File: config.mk
export PLATFORM = sky130hd
export DESIGN_NAME = id_ex_stage
export DESIGN_NICKNAME = d
export VERILOG_FILES = /design/src/rtl/cpu_pkg.sv /design/src/rtl/hazard_detect.sv /design/src/rtl/id_ex_stage.sv
export SDC_FILE = /design/constraint.sdc
export NUM_CORES = 1
export LEC_CHECK = 0
export CORE_ASPECT_RATIO = 1.5
export CORE_MARGIN = 2
export CORE_UTILIZATION = 42
export CTS_BUF_LIST = sky130_fd_sc_hd__clkbuf_4
export DETAILED_ROUTE_END_ITERATION = 16
export GPL_ROUTABILITY_DRIVEN = 0
export PLACE_DENSITY = 0.87
export SLEW_MARGIN = 20
export SYNTH_ARGS = -nofsm -noshare
export SYNTH_HDL_FRONTEND = slang
export SYNTH_SLANG_ARGS = --single-unit
File: constraint.sdc
create_clock -name clk_i -period 3.7 [get_ports clk_i]
set_clock_uncertainty 0.05 [all_clocks]
set_input_delay 1.11 -clock clk_i [delete_from_list [all_inputs] [get_ports clk_i]]
set_output_delay 1.11 -clock clk_i [all_outputs]
set_load 0.02 [all_outputs]
File: src/rtl/cpu_pkg.sv
// Shared definitions for the RV32 pipeline: control-word layout, default
// datapath widths and a small helper used by hazard logic.
package cpu_pkg;

    localparam int DATA_W  = 32;
    localparam int REG_AW  = 5;
    localparam int FUNCT_W = 10;

    // Control word: {RegWrite, MemToReg, MemRead, MemWrite, ALUOp[1:0], ALUSrc}
    localparam int CTRL_W        = 7;
    localparam int CTRL_REGWRITE = 6;
    localparam int CTRL_MEMTOREG = 5;
    localparam int CTRL_MEMREAD  = 4;
    localparam int CTRL_MEMWRITE = 3;
    localparam int CTRL_ALUOP_HI = 2;
    localparam int CTRL_ALUOP_LO = 1;
    localparam int CTRL_ALUSRC   = 0;

    function automatic logic ctrl_is_load(input logic [CTRL_W-1:0] ctrl);
        return ctrl[CTRL_MEMREAD];
    endfunction

endpackage

File: src/rtl/hazard_detect.sv
// Load-use hazard detection (purely combinational).
// Flags when the instruction in EX is a valid load whose destination is a
// non-zero register that the valid instruction in ID actually reads.
// Ports:
//   ex_valid, ex_mem_read, ex_rd          - instruction currently in EX
//   id_valid, id_rs1, id_rs2,
//   id_rs1_used, id_rs2_used              - instruction currently in ID
//   load_use                              - 1 = ID must wait one cycle
module hazard_detect #(
    parameter int REG_AW = 5
) (
    input  logic              ex_valid,
    input  logic              ex_mem_read,
    input  logic [REG_AW-1:0] ex_rd,
    input  logic              id_valid,
    input  logic [REG_AW-1:0] id_rs1,
    input  logic [REG_AW-1:0] id_rs2,
    input  logic              id_rs1_used,
    input  logic              id_rs2_used,
    output logic              load_use
);

    logic rs1_match;
    logic rs2_match;

    assign rs1_match = id_rs1_used && (id_rs1 == ex_rd);
    assign rs2_match = id_rs2_used && (id_rs2 == ex_rd);

    // x0 is hard-wired zero, so a load targeting it never produces data
    // anyone waits on.
    assign load_use = ex_valid && ex_mem_read && (ex_rd != '0) && id_valid
                      && (rs1_match || rs2_match);

endmodule

File: src/rtl/id_ex_stage.sv
// ID/EX pipeline register with load-use bubble insertion.
// Latches decoded control, operands and register indices each cycle; on a
// load-use hazard or branch flush it loads a bubble instead, and it holds
// everything while the core is disabled or EX/MEM asks for a stall.
// Ports:
//   clk_i, rst_i                 - clock, synchronous active-high reset
//   start_i, stall_i, flush_i    - core enable, downstream hold, squash ID
//   id_*                         - decoded instruction from the ID stage
//   ex_*                         - registered instruction presented to EX
//   hazard_stall_o               - combinational hold for PC and IF/ID
//   bubble_cnt_o                 - saturating count of inserted bubbles
module id_ex_stage
    import cpu_pkg::*;
#(
    parameter int DATA_W = cpu_pkg::DATA_W,
    parameter int REG_AW = cpu_pkg::REG_AW,
    parameter int CNT_W  = 16
) (
    input  logic                clk_i,
    input  logic                rst_i,
    input  logic                start_i,
    input  logic                stall_i,
    input  logic                flush_i,
    input  logic                id_valid_i,
    input  logic [CTRL_W-1:0]   id_ctrl_i,
    input  logic [DATA_W-1:0]   id_rs1_data_i,
    input  logic [DATA_W-1:0]   id_rs2_data_i,
    input  logic [DATA_W-1:0]   id_imm_i,
    input  logic [FUNCT_W-1:0]  id_funct_i,
    input  logic [REG_AW-1:0]   id_rs1_i,
    input  logic [REG_AW-1:0]   id_rs2_i,
    input  logic [REG_AW-1:0]   id_rd_i,
    input  logic                id_rs1_used_i,
    input  logic                id_rs2_used_i,
    output logic                ex_valid_o,
    output logic [CTRL_W-1:0]   ex_ctrl_o,
    output logic [DATA_W-1:0]   ex_rs1_data_o,
    output logic [DATA_W-1:0]   ex_rs2_data_o,
    output logic [DATA_W-1:0]   ex_imm_o,
    output logic [FUNCT_W-1:0]  ex_funct_o,
    output logic [REG_AW-1:0]   ex_rs1_o,
    output logic [REG_AW-1:0]   ex_rs2_o,
    output logic [REG_AW-1:0]   ex_rd_o,
    output logic                hazard_stall_o,
    output logic [CNT_W-1:0]    bubble_cnt_o
);

    localparam logic [CNT_W-1:0] CNT_ONE = CNT_W'(1);
    localparam logic [CNT_W-1:0] CNT_MAX = '1;

    logic load_use;
    logic hold;
    logic insert_bubble;

    hazard_detect #(
        .REG_AW (REG_AW)
    ) u_hazard_detect (
        .ex_valid    (ex_valid_o),
        .ex_mem_read (ctrl_is_load(ex_ctrl_o)),
        .ex_rd       (ex_rd_o),
        .id_valid    (id_valid_i),
        .id_rs1      (id_rs1_i),
        .id_rs2      (id_rs2_i),
        .id_rs1_used (id_rs1_used_i),
        .id_rs2_used (id_rs2_used_i),
        .load_use    (load_use)
    );

    assign hold          = stall_i || !start_i;
    assign insert_bubble = flush_i || load_use;

    // A flush redirects fetch, so the load-use hold must not block it; the
    // squashed instruction is replaced by the bubble anyway.
    assign hazard_stall_o = hold || (load_use && !flush_i);

    always_ff @(posedge clk_i) begin
        if (rst_i) begin
            ex_valid_o    <= 1'b0;
            ex_ctrl_o     <= '0;
            ex_rs1_data_o <= '0;
            ex_rs2_data_o <= '0;
            ex_imm_o      <= '0;
            ex_funct_o    <= '0;
            ex_rs1_o      <= '0;
            ex_rs2_o      <= '0;
            ex_rd_o       <= '0;
            bubble_cnt_o  <= '0;
        end else if (hold) begin
            // every register, including the counter, keeps its value
        end else if (insert_bubble) begin
            ex_valid_o    <= 1'b0;
            ex_ctrl_o     <= '0;
            ex_rs1_data_o <= '0;
            ex_rs2_data_o <= '0;
            ex_imm_o      <= '0;
            ex_funct_o    <= '0;
            ex_rs1_o      <= '0;
            ex_rs2_o      <= '0;
            ex_rd_o       <= '0;
            if (bubble_cnt_o != CNT_MAX) begin
                bubble_cnt_o <= bubble_cnt_o + CNT_ONE;
            end
        end else begin
            // An invalid ID slot still moves its data along; only valid and
            // control are cleared so nothing downstream has side effects.
            ex_valid_o    <= id_valid_i;
            ex_ctrl_o     <= id_valid_i ? id_ctrl_i : '0;
            ex_rs1_data_o <= id_rs1_data_i;
            ex_rs2_data_o <= id_rs2_data_i;
            ex_imm_o      <= id_imm_i;
            ex_funct_o    <= id_funct_i;
            ex_rs1_o      <= id_rs1_i;
            ex_rs2_o      <= id_rs2_i;
            ex_rd_o       <= id_rd_i;
        end
    end

endmodule

After elaboration in Yosys (flattened, before gate mapping)
Index checks and enable logic that the tools add are counted.

storage, ports and cells
  register bits after elaboration = 145
  output and inout bits = 146
  bits of input ports = 136
  word-level logic and storage cells = 40

operators by class
  reductions and logical operators = 15
  add/subtract/negate cells = 1
  equal/unequal tests = 3
  bitwise logic cells = 1
  multiplexer cells = 10

operators with widths
  cell                                                             number
  32-bit two-way mux                                               3
  16-bit by 1-bit adder with 16-bit output, second input constant  1
  16-bit inequality test, second input constant                    1
  5-bit two-way mux                                                3
  7-bit two-way mux                                                2
  5-bit equality test                                              2
  10-bit two-way mux                                               1
  1-bit logical AND                                                7
  5-bit nonzero test                                               1
  1-bit logical OR                                                 4
  3-bit AND reduction                                              1
  1-bit zero test                                                  2
  1-bit two-way mux                                                1
  1-bit NOT                                                        1

Depth between registers and ports, before layout
  depth in word-level cells = 6
  gate-level depth with buffers = 8
  gate-level depth less buffers = 7

Modules after synthesis
Synthesis repeated with hierarchy kept, for this count alone.

unflattened totals
  cells, all modules = 555
  area total of the unflattened synthesis = 5218.8 µm²

by module, submodules not included
  module         cells each  seq. area each (µm²)  instances  area each (µm²)
  id_ex_stage    538         2902.8                1          5087.4
  hazard_detect  17          0.0                   1          131.4

Least setup slack after synthesis
OpenSTA, ideal clock, no wires.

  path kind = input port to output port
  start = input port id_rs1_i[1]
  end = output port hazard_stall_o
  path slack = 0.626 ns
  data required time = 2.540 ns
  data arrival time = 1.914 ns
  cell stages on the path = 5
  buffers on the path = 0
  path through = xnor2_1 > nand4_1 > o22ai_1 > nand3_1 > nand2_1

between the ends
  longest elaborated chain between the ends = 6

ends and longest elaborated chain
  what                 RTL line             text
  start: declaration   id_ex_stage.sv:30    input logic [REG_AW-1:0] id_rs1_i,
  5-bit equality test  hazard_detect.sv:26  assign rs1_match = id_rs1_used && (id_rs1 == ex_rd);
  1-bit logical AND    hazard_detect.sv:26
  1-bit logical OR     hazard_detect.sv:32  && (rs1_match || rs2_match);
  1-bit logical AND    hazard_detect.sv:32
  1-bit logical AND    id_ex_stage.sv:74    assign hazard_stall_o = hold || (load_use && !flush_i);
  1-bit logical OR     id_ex_stage.sv:74
  end: declaration     id_ex_stage.sv:44    output logic hazard_stall_o,

No other way between the ends.

Final worst setup path
  start = input port id_rs2_i[2]
  end = output port hazard_stall_o

between the ends
  longest elaborated chain between the ends = 6

ends and longest elaborated chain
  what                 RTL line             text
  start: declaration   id_ex_stage.sv:31    input logic [REG_AW-1:0] id_rs2_i,
  5-bit equality test  hazard_detect.sv:27  assign rs2_match = id_rs2_used && (id_rs2 == ex_rd);
  1-bit logical AND    hazard_detect.sv:27
  1-bit logical OR     hazard_detect.sv:32
  1-bit logical AND    hazard_detect.sv:32
  1-bit logical AND    id_ex_stage.sv:74
  1-bit logical OR     id_ex_stage.sv:74

No other way between the ends.

==> flow_summary_export.csv <==
group,metric,value,unit
run_status,status,"finished clean",
placed_design,io_buffers,281,
power_and_ir_drop,ir_worst_vdd,0.227,mV
sta,tightest_slew,1.06,ns
clock_tree,cts_hold_buf,0,
grt,grt_max_degree,80,
sta,relSlewSlack,29.4,%
finish,insertedDiodeCount,0,
logic_synthesis,synth_cells,430,
logic_synthesis,postSynthAreaPerCell,11.5,µm²
critical_path,crit_type,"input pin to output pin",
die,start_util,43.0,%
sta,hold_viol_final,0,
logic_synthesis,synth-async-reset-ratio,0,%
power_and_ir_drop,power,3.01,mW
flow_run,cap_violations,0,
placed_design,placed_cells,836,
clock_tree,numCtsBuffers,17,
logic_synthesis,synth_edf_count,0,
drt,wirelength,15.9,mm
drt,drt_first_pass_iters,4,
logic_synthesis,synth.largest_area_cell,"dfxtp_1",
critical_path,cp_cell_sequence,"clkdlybuf4s50_1, xnor2_1, nand4_1, o22ai_2, nand3_1, nand2_1, buf_4",
grt,grt_overflow,0,
drt,vias_per_cell,5.46,
finish,drive_gt1_share,6.95,%
placed_design,detailed_place_hpwl,11.5,mm
grt,antenna_found_initial,0,
drt,first_iter_violations,179,
logic_synthesis,yosys.area.top_type_share,58.9,%
logic_synthesis,ys_seq_elements,145,
logic_synthesis,synth_common_cells,"145 x dfxtp_1, 121 x a22o_1, 20 x a21oi_1",
sta,grt_setup_unrepaired,"false",
clock_tree,clock-sinks,145,
clock_tree,worstSkewPairLatency,0.51,ns
worst_hold_path,hold_class,"flop to flop",
finish,syn2layout_area_growth,65.8,%
clock_tree,cts_tree,"built",
sta,drv_slew,0,
die,ios,282,
grt,grt.total_usage,24.1,%
critical_path,slowest_delay,0.50,ns
sta,fmax,0.277,GHz
logic_synthesis,synthMostInstantiatedCell,"dfxtp_1",
finish,fin_cells,869,
die,die_area,12600,µm²
critical_path,cp-end-kind,"output pin",
clock_tree,clk_pin_slew_worst_paths,0.12,ns
drt,dr_total_vias,4746,
critical_path,rrSetupSlack,1.13,ns
logic_synthesis,synth_nets,567,
power_and_ir_drop,p_per_area,368,nW/µm²
grt,grt_pass1_vias,4785,
sta,final.min_clock_period,3.60,ns
clock_tree,cts_buffer_depth,2,
logic_synthesis,syn-cell-area,4930,µm²
logic_synthesis,yosysSeqAreaShare,58.9,%
die,coreArea,11500,µm²
critical_path,cp.arrival,2.44,ns
die,die_h,137,µm
die,die_w,92.4,µm
drt,drc,0,
logic_synthesis,synth_ff_type,"dfxtp_1",
drt,post_drt_wl_per_cell,18.3,µm
sta,setup_viol,0,
critical_path,critPathLaunchType,"input pin",
logic_synthesis,yosysWarnings,0,
sta,fin_crit_sh,97.4,%
critical_path,required,2.54,ns
logic_synthesis,synthTopCellsByArea,"dfxtp_1 59%, a22o_1 22%, a21oi_1 2.0%",
clock_tree,root_buffer,"clkbuf_4",
finish,fin_nets,844,
critical_path,crit_fanout,2,
clock_tree,htreeDepth,4,
critical_path,cp_slowest_cell,"clkdlybuf4s50_1",
die,row_count,48,
grt,grt_pass1_wl,24.1,mm
power_and_ir_drop,leakage,3.04,nW
logic_synthesis,synth_cell_types,34,
drt,postRouteAntennaNets,0,
[worst max-delay path: cells and delay by family]
kind | cells | cell delay [ns]
AOI/OAI and AO/OA | 1 | 0.18
xor gates and xnor gates | 1 | 0.13
buffers and inverters | 2 | 0.63
and+or+nand+nor | 3 | 0.38
[final timing paths]
check / from / end / cells past startpoint
worst min-delay path: ex_ctrl_o[6] / ex_ctrl_o[6] / 2
worst max-delay path: id_rs2_i[2] / hazard_stall_o / 7
worst max register to register: ex_rd_o[4] / ex_funct_o[6] / 10
worst min register to register: ex_ctrl_o[6] / ex_ctrl_o[6] / 2
[logic make-up after synthesis]
group / count (synthesis) / share of synthesized area, %
compound gates: 158 / 26.1
flops: 145 / 58.9
simple gates: 74 / 8.18
buf+inv: 37 / 3.78
xor+xnor: 12 / 2.13
mux: 3 / 0.660
fa+ha+maj: 1 / 0.254
[stage by stage]
stage / cell area [µm²] / setup TNS (ns) / util (%) / worst slack (ns) / hold WS [ns]
4_1_cts: 8150 / 0 / 71.1 / 0.0720 / 0.419
5_1_grt: 8170 / 0 / 71.2 / 0.0188 / 0.435
3_5_place_dp: 7880 / -0.411 / 68.7 / -0.411 / 0.402
3_3_place_gp: 7880 / -0.407 / 68.7 / -0.407 / 0.388
6_report: 8170 / 0 / 71.2 / 0.0958 / 0.415
2_1_floorplan: 4930 / 0 / - / 0.626 / 0.396
[registers in the layout, summed over array words and instances, names as in the netlist]
name / cells
ex_rs2_o: 5
ex_ctrl_o: 7
ex_rs1_data_o: 32
ex_rs2_data_o: 32
ex_valid_o: 1
ex_rd_o: 5
ex_funct_o: 10
bubble_cnt_o: 16
ex_rs1_o: 5
ex_imm_o: 32
[area by class of cell]
class                      instances  area, µm²
clock buffer                      17        128
timing repair buffer             293       2950
fill                             797       3300
sequential                       145       2900
inverter                           2       7.51
clock inverter                    14        139
multi-input combinational        248       1860
tap                              150        188
[placed cells by master, fill, tap and decap left out, types with 3 or more instances in the layout]
cell type,instances
clkdlybuf4s50_1,276
dfxtp_1,145
a22o_1,121
a21oi_1,20
nand2_1,18
clkbuf_4,17
nand4_1,15
xnor2_1,11
buf_4,10
nor2_1,7
nand3_1,7
o21ai_0,7
or3_1,7
nor2b_1,4
o31ai_1,4
or4_1,4
clkinv_2,4
dlymetal6s2s_1,4
and2_1,3
clkinv_4,3
buf_12,3
[routing by layer]
layer | global-route usage, % | wire (µm) | vias up | part of all wire [%]
li1 | - | - | 2190 | -
met1 | 25.5 | 5850 | 2278 | 37
met2 | 43.3 | 8410 | 252 | 53
met3 | 8.15 | 1250 | 26 | 7.8
met4 | 10.4 | 382 | 0 | 2.4
met5 | 0 | 0 | - | 0
[power breakdown]
group	internal (mW)	switching, mW
logic	0.244	0.172
clock network	0.395	0.565
registers	1.60	0.0274
total	2.24	0.765
[repair_timing]
action,4_1_cts,5_1_grt
endpoints found under the setup margin,1,1
setup buffers,1,1
resized for setup,5,5
pin swaps,2,5
No activity file was read; power rests on OpenSTA's default activity.
==> variant 1 (same flow settings) <==
Make the reset (`rst_i`) asynchronous in one clocked block. Comments in the files are not updated.
--- a/src/rtl/id_ex_stage.sv
+++ b/src/rtl/id_ex_stage.sv
@@ -73,7 +73,7 @@
     // squashed instruction is replaced by the bubble anyway.
     assign hazard_stall_o = hold || (load_use && !flush_i);
 
-    always_ff @(posedge clk_i) begin
+    always_ff @(posedge clk_i or posedge rst_i) begin
         if (rst_i) begin
             ex_valid_o    <= 1'b0;
             ex_ctrl_o     <= '0;
Behaviour: differs if rst_i is asserted again (counterexample within 4 cycles, from zero or initial values and one cycle with rst_i high); with rst_i held inactive, the same outputs for 10 cycles.
==> variant 1 against the unedited design <==
  * Sequential cell count stayed put
  * Core utilization decreased by 3.0 points
  * Global-route usage fell by 1.2 points
  * Non-clock buffer count grew 1
  * Setup slack lost 19 ps
  * Area after synthesis is 14% higher
  * Via count decreased by 4.6%
  * Wire length increased by 4.1%
  * First-iteration DRC count shrank 6.1%
  * Final area increased by 8.7%
  * Sequential share of layout area increased by 5.3 points
Power is not compared: it rests on default switching activity, and its combinational part moved more than twofold at a synthesized area within 25%.
==> variant 1: results (changes against the unedited design) <==
Detailed routing
  • Routed wl met3: 1.225 mm (was 1.247 mm)
  • DR iter-0 viols: 168 (was 179)

Worst hold path
  • Worst Hold Path Cells: 1 (was 2)
  • Hold path start: bubble_cnt_o[9]$_DFFE_PP0P_ (was ex_ctrl_o[6]$_SDFFE_PP0N_)
  • Worst hold endpoint: bubble_cnt_o[9]$_DFFE_PP0P_ (was ex_ctrl_o[6]$_SDFFE_PP0N_)

Place
  • Dpl ws: -409.3 ps (was -410.9 ps)
  • Dpl hpwl: 12.01 mm (was 11.52 mm)

Synth
  • Multiplexer share of the synthesized area: 0.6692% (was 0.6602%)
  • Area fraction in compound gates after synthesis: 20.99% (was 26.08%)
  • Largest cells by area after synthesis: dfrtp_1 (65%), a22o_1 (19%), buf_6 (2.2%), xor2_1 (2.0%), xnor2_1 (1.6%) (was dfxtp_1 (59%), a22o_1 (22%), a21oi_1 (2.0%), xnor2_1 (2.0%), nand4_1 (1.9%))
  • Distinct cell type count after synthesis: 38 (was 34)
  • Post-synthesis sequential area ratio: 64.69% (was 58.91%)
  • Post-Synth Adder-Cell Area: 0.2231% (was 0.2539%)

Critical path
  • R2r endpoint: bubble_cnt_o[12]$_DFFE_PP0P_ (was ex_funct_o[6]$_SDFFE_PP0N_)
  • Register-to-Register Path Depth: 8 (was 10)
  • Worst r2r src: ex_rd_o[2]$_DFFE_PP0N_ (was ex_rd_o[4]$_SDFFE_PP0N_)
  • Reg2reg setup slack: 1400 ps (was 1130 ps)
  • Critical Path AT: 2460 ps (was 2440 ps)

Global routing
  • GR Util met1: 26.39% (was 25.53%)
  • Largest net degree at the start of global routing: 89 (was 80)
  • GR Util met3: 6.724% (was 8.150%)

CTS
  • Post-CTS Setup Inserts: 0 (was 1)
  • CTS clk-pin slew, worst paths: 140 ps (was 120 ps)

Status
  • Status: complete, no violations (unchanged)

Layout
  • Share of cells above drive strength 1: 9.559% (was 6.954%)
  • Fillers: 933 (was 797)

STA
  • Highest Clock Rate: 276.0 MHz (was 277.5 MHz)
==> variant 1: logic make-up after synthesis <==
group                    Yosys count
flip-flops                       145
adder cells (fa/ha/maj)            1
AO/OA/AOI/OAI                    133
buffers and inverters             33
XOR/XNOR                          23
AND/OR/NAND/NOR                   48
multiplexers                       3
==> variant 1: worst max-delay path, stage by stage <==
cell and delay (ps):
clkdlybuf4s50_1 500, xnor2_1 130, nand4_1 130, o22ai_2 230, nand2_1 70, o21ai_1 130, buf_4 160
==> variant 1: per-stage QoR <==
stage | std cells | setup TNS (ps)
6_report | 839 | 0
5_1_grt | 839 | 0
4_1_cts | 839 | 0
3_5_place_dp | 807 | -409.3
3_3_place_gp | 807 | -416.3
2_1_floorplan | 386 | 0
==> variant 1: cell type report <==
class | instances | share of cell area, %
multi-input cells | 208 | 19.87
clock inverters | 14 | 1.917
flip-flops and latches | 145 | 40.87
repair buffers | 294 | 33.49
inverters | 1 | 0.08457
well taps | 159 | 2.241
clock buffers | 18 | 1.522
==> variant 2 (config.mk and constraints unchanged) <==
Without the edit above. The package constant `CTRL_W` goes from 7 to 14.
--- a/src/rtl/cpu_pkg.sv
+++ b/src/rtl/cpu_pkg.sv
@@ -7,7 +7,7 @@
     localparam int FUNCT_W = 10;
 
     // Control word: {RegWrite, MemToReg, MemRead, MemWrite, ALUOp[1:0], ALUSrc}
-    localparam int CTRL_W        = 7;
+    localparam int CTRL_W        = 14;
     localparam int CTRL_REGWRITE = 6;
     localparam int CTRL_MEMTOREG = 5;
     localparam int CTRL_MEMREAD  = 4;
Ports: changed (resized ex_ctrl_o and id_ctrl_i); port bits go from 282 to 296. No check against the original RTL was run, so the function may have changed too.
==> variant 2 against the unedited design <==
  * Combinational power increased by 30%
  * Final area increased by 10%
  * Synthesized cell count increased by 60%
  * Area after synthesis increased by 13%
  * Sequential cell count increased by 7
  * Total power increased by 12%
  * Non-clock buffer count increased by 17
  * Wire length increased by 14%
  * Setup slack got worse by 15 ps
  * Highest routed layer unchanged
==> variant 2: results (changes against the unedited design) <==
Global routing
  • Initial antenna violation count: 1 (was 0)
  • First-pass GRT wire length: 27.84 mm (was 24.10 mm)
  • Vias in the first global route: 5504 (was 4785)
  • Largest net degree at the start of global routing: 52 (was 80)
  • Tot GR Track Use: 24.67% (was 24.11%)

CTS
  • Post-CTS Setup Inserts: 0 (was 1)
  • CTS resizes: 0 (was 5)

Worst hold path
  • Worst hold endpoint: ex_rs1_data_o[9]$_SDFFE_PP0N_ (was ex_ctrl_o[6]$_SDFFE_PP0N_)
  • Hold path start: ex_rs1_data_o[9]$_SDFFE_PP0N_ (was ex_ctrl_o[6]$_SDFFE_PP0N_)

Detailed routing
  • Vias per cell: 5.030 (was 5.461)

Place
  • Dpl cell area: 8658 um^2 (was 7875 um^2)
  • IO buf count: 295 (was 281)

Synth
  • Post-synthesis sequential area ratio: 54.76% (was 58.91%)
  • Mapped Nets: 831 (was 567)
  • Largest cells by area after synthesis: dfxtp_1 (55%), nand2_1 (17%), a21oi_1 (12%), clkbuf_1 (2.4%), a22o_1 (2.2%) (was dfxtp_1 (59%), a22o_1 (22%), a21oi_1 (2.0%), xnor2_1 (2.0%), nand4_1 (1.9%))
  • Synth Instances: 687 (was 430)

Critical path
  • Worst r2r src: bubble_cnt_o[0]$_SDFFE_PP0P_ (was ex_rd_o[4]$_SDFFE_PP0N_)
  • Reg2reg setup slack: 1220 ps (was 1130 ps)
  • Register-to-Register Path Depth: 8 (was 10)
  • Critical Path AT: 2460 ps (was 2440 ps)

Power and ir drop
  • Worst vdd ir: 260.1 uV (was 227.0 uV)
  • Net Sw Frac: 26.88% (was 25.43%)
  • Clock network power share: 32.6% (was 31.9%)

Status
  • Status: complete, no violations (unchanged)

Layout
  • Fillers: 1040 (was 797)
  • Final #Nets: 1112 (was 844)

STA
  • Worst slew margin: 37.34% (was 29.40%)
==> variant 2: worst max path at each step <==
stage | start | endpoint | slack, ps | cells past startpoint
finish | id_rs2_i[2] | hazard_stall_o | 80 | 7
global route | id_rs1_i[2] | hazard_stall_o | -0.5 | 7
CTS | id_rs2_i[3] | hazard_stall_o | 30 | 7
detailed placement | id_rs2_i[3] | hazard_stall_o | 40 | 7
global placement | id_rs2_i[4] | hazard_stall_o | 7 | 7
floorplan | start_i | hazard_stall_o | 100 | 5
==> variant 2: metrics by stage <==
step / util (%) / hold slack (ps) / power [uW] / setup slack [ps]
after floorplan: - / 416.1 / 1982 / 102.4
after global placement: 66.84 / 390.2 / 2297 / 6.895
after global routing: 69.37 / 429.1 / 3514 / -0.5165
after detailed placement: 66.84 / 395.3 / 2306 / 37.74
final: 69.37 / 410.9 / 3368 / 80.49
after CTS: 69.21 / 413.2 / 3406 / 26.47
==> variant 2: cells by family (layout without fill, tap and decap cells) <==
family | Yosys count | in the layout | synth area share [%]
xor+xnor | 12 | 12 | 1.891
mux | 1 | 1 | 0.1801
fa+ha+maj | 1 | 1 | 0.2251
compound gates | 169 | 169 | 16.64
other cells | 0 | 1 | 0
buf+inv | 50 | 344 | 3.738
flops | 152 | 152 | 54.76
simple gates | 302 | 302 | 22.56
==> variant 2: layout make-up <==
type	count	share of cell area, %
timing repair buffer	310	34.42
sequential	152	33.86
multi-input combinational	485	25.98
tap	159	2.214
clock inverter	14	1.908
clock buffer	18	1.504
inverter	2	0.08354
antenna	1	0.02785
==> variant 2: per-layer routing <==
layer	vias up	global-route usage, %	wire, um	share of wire [%]
met4	0	8.918	423	2.3
li1	2839	-	-	-
met5	-	0	0	0
met1	2673	27.36	6715	37
met3	25	8.886	1466	8.1
met2	202	43.48	9564	53
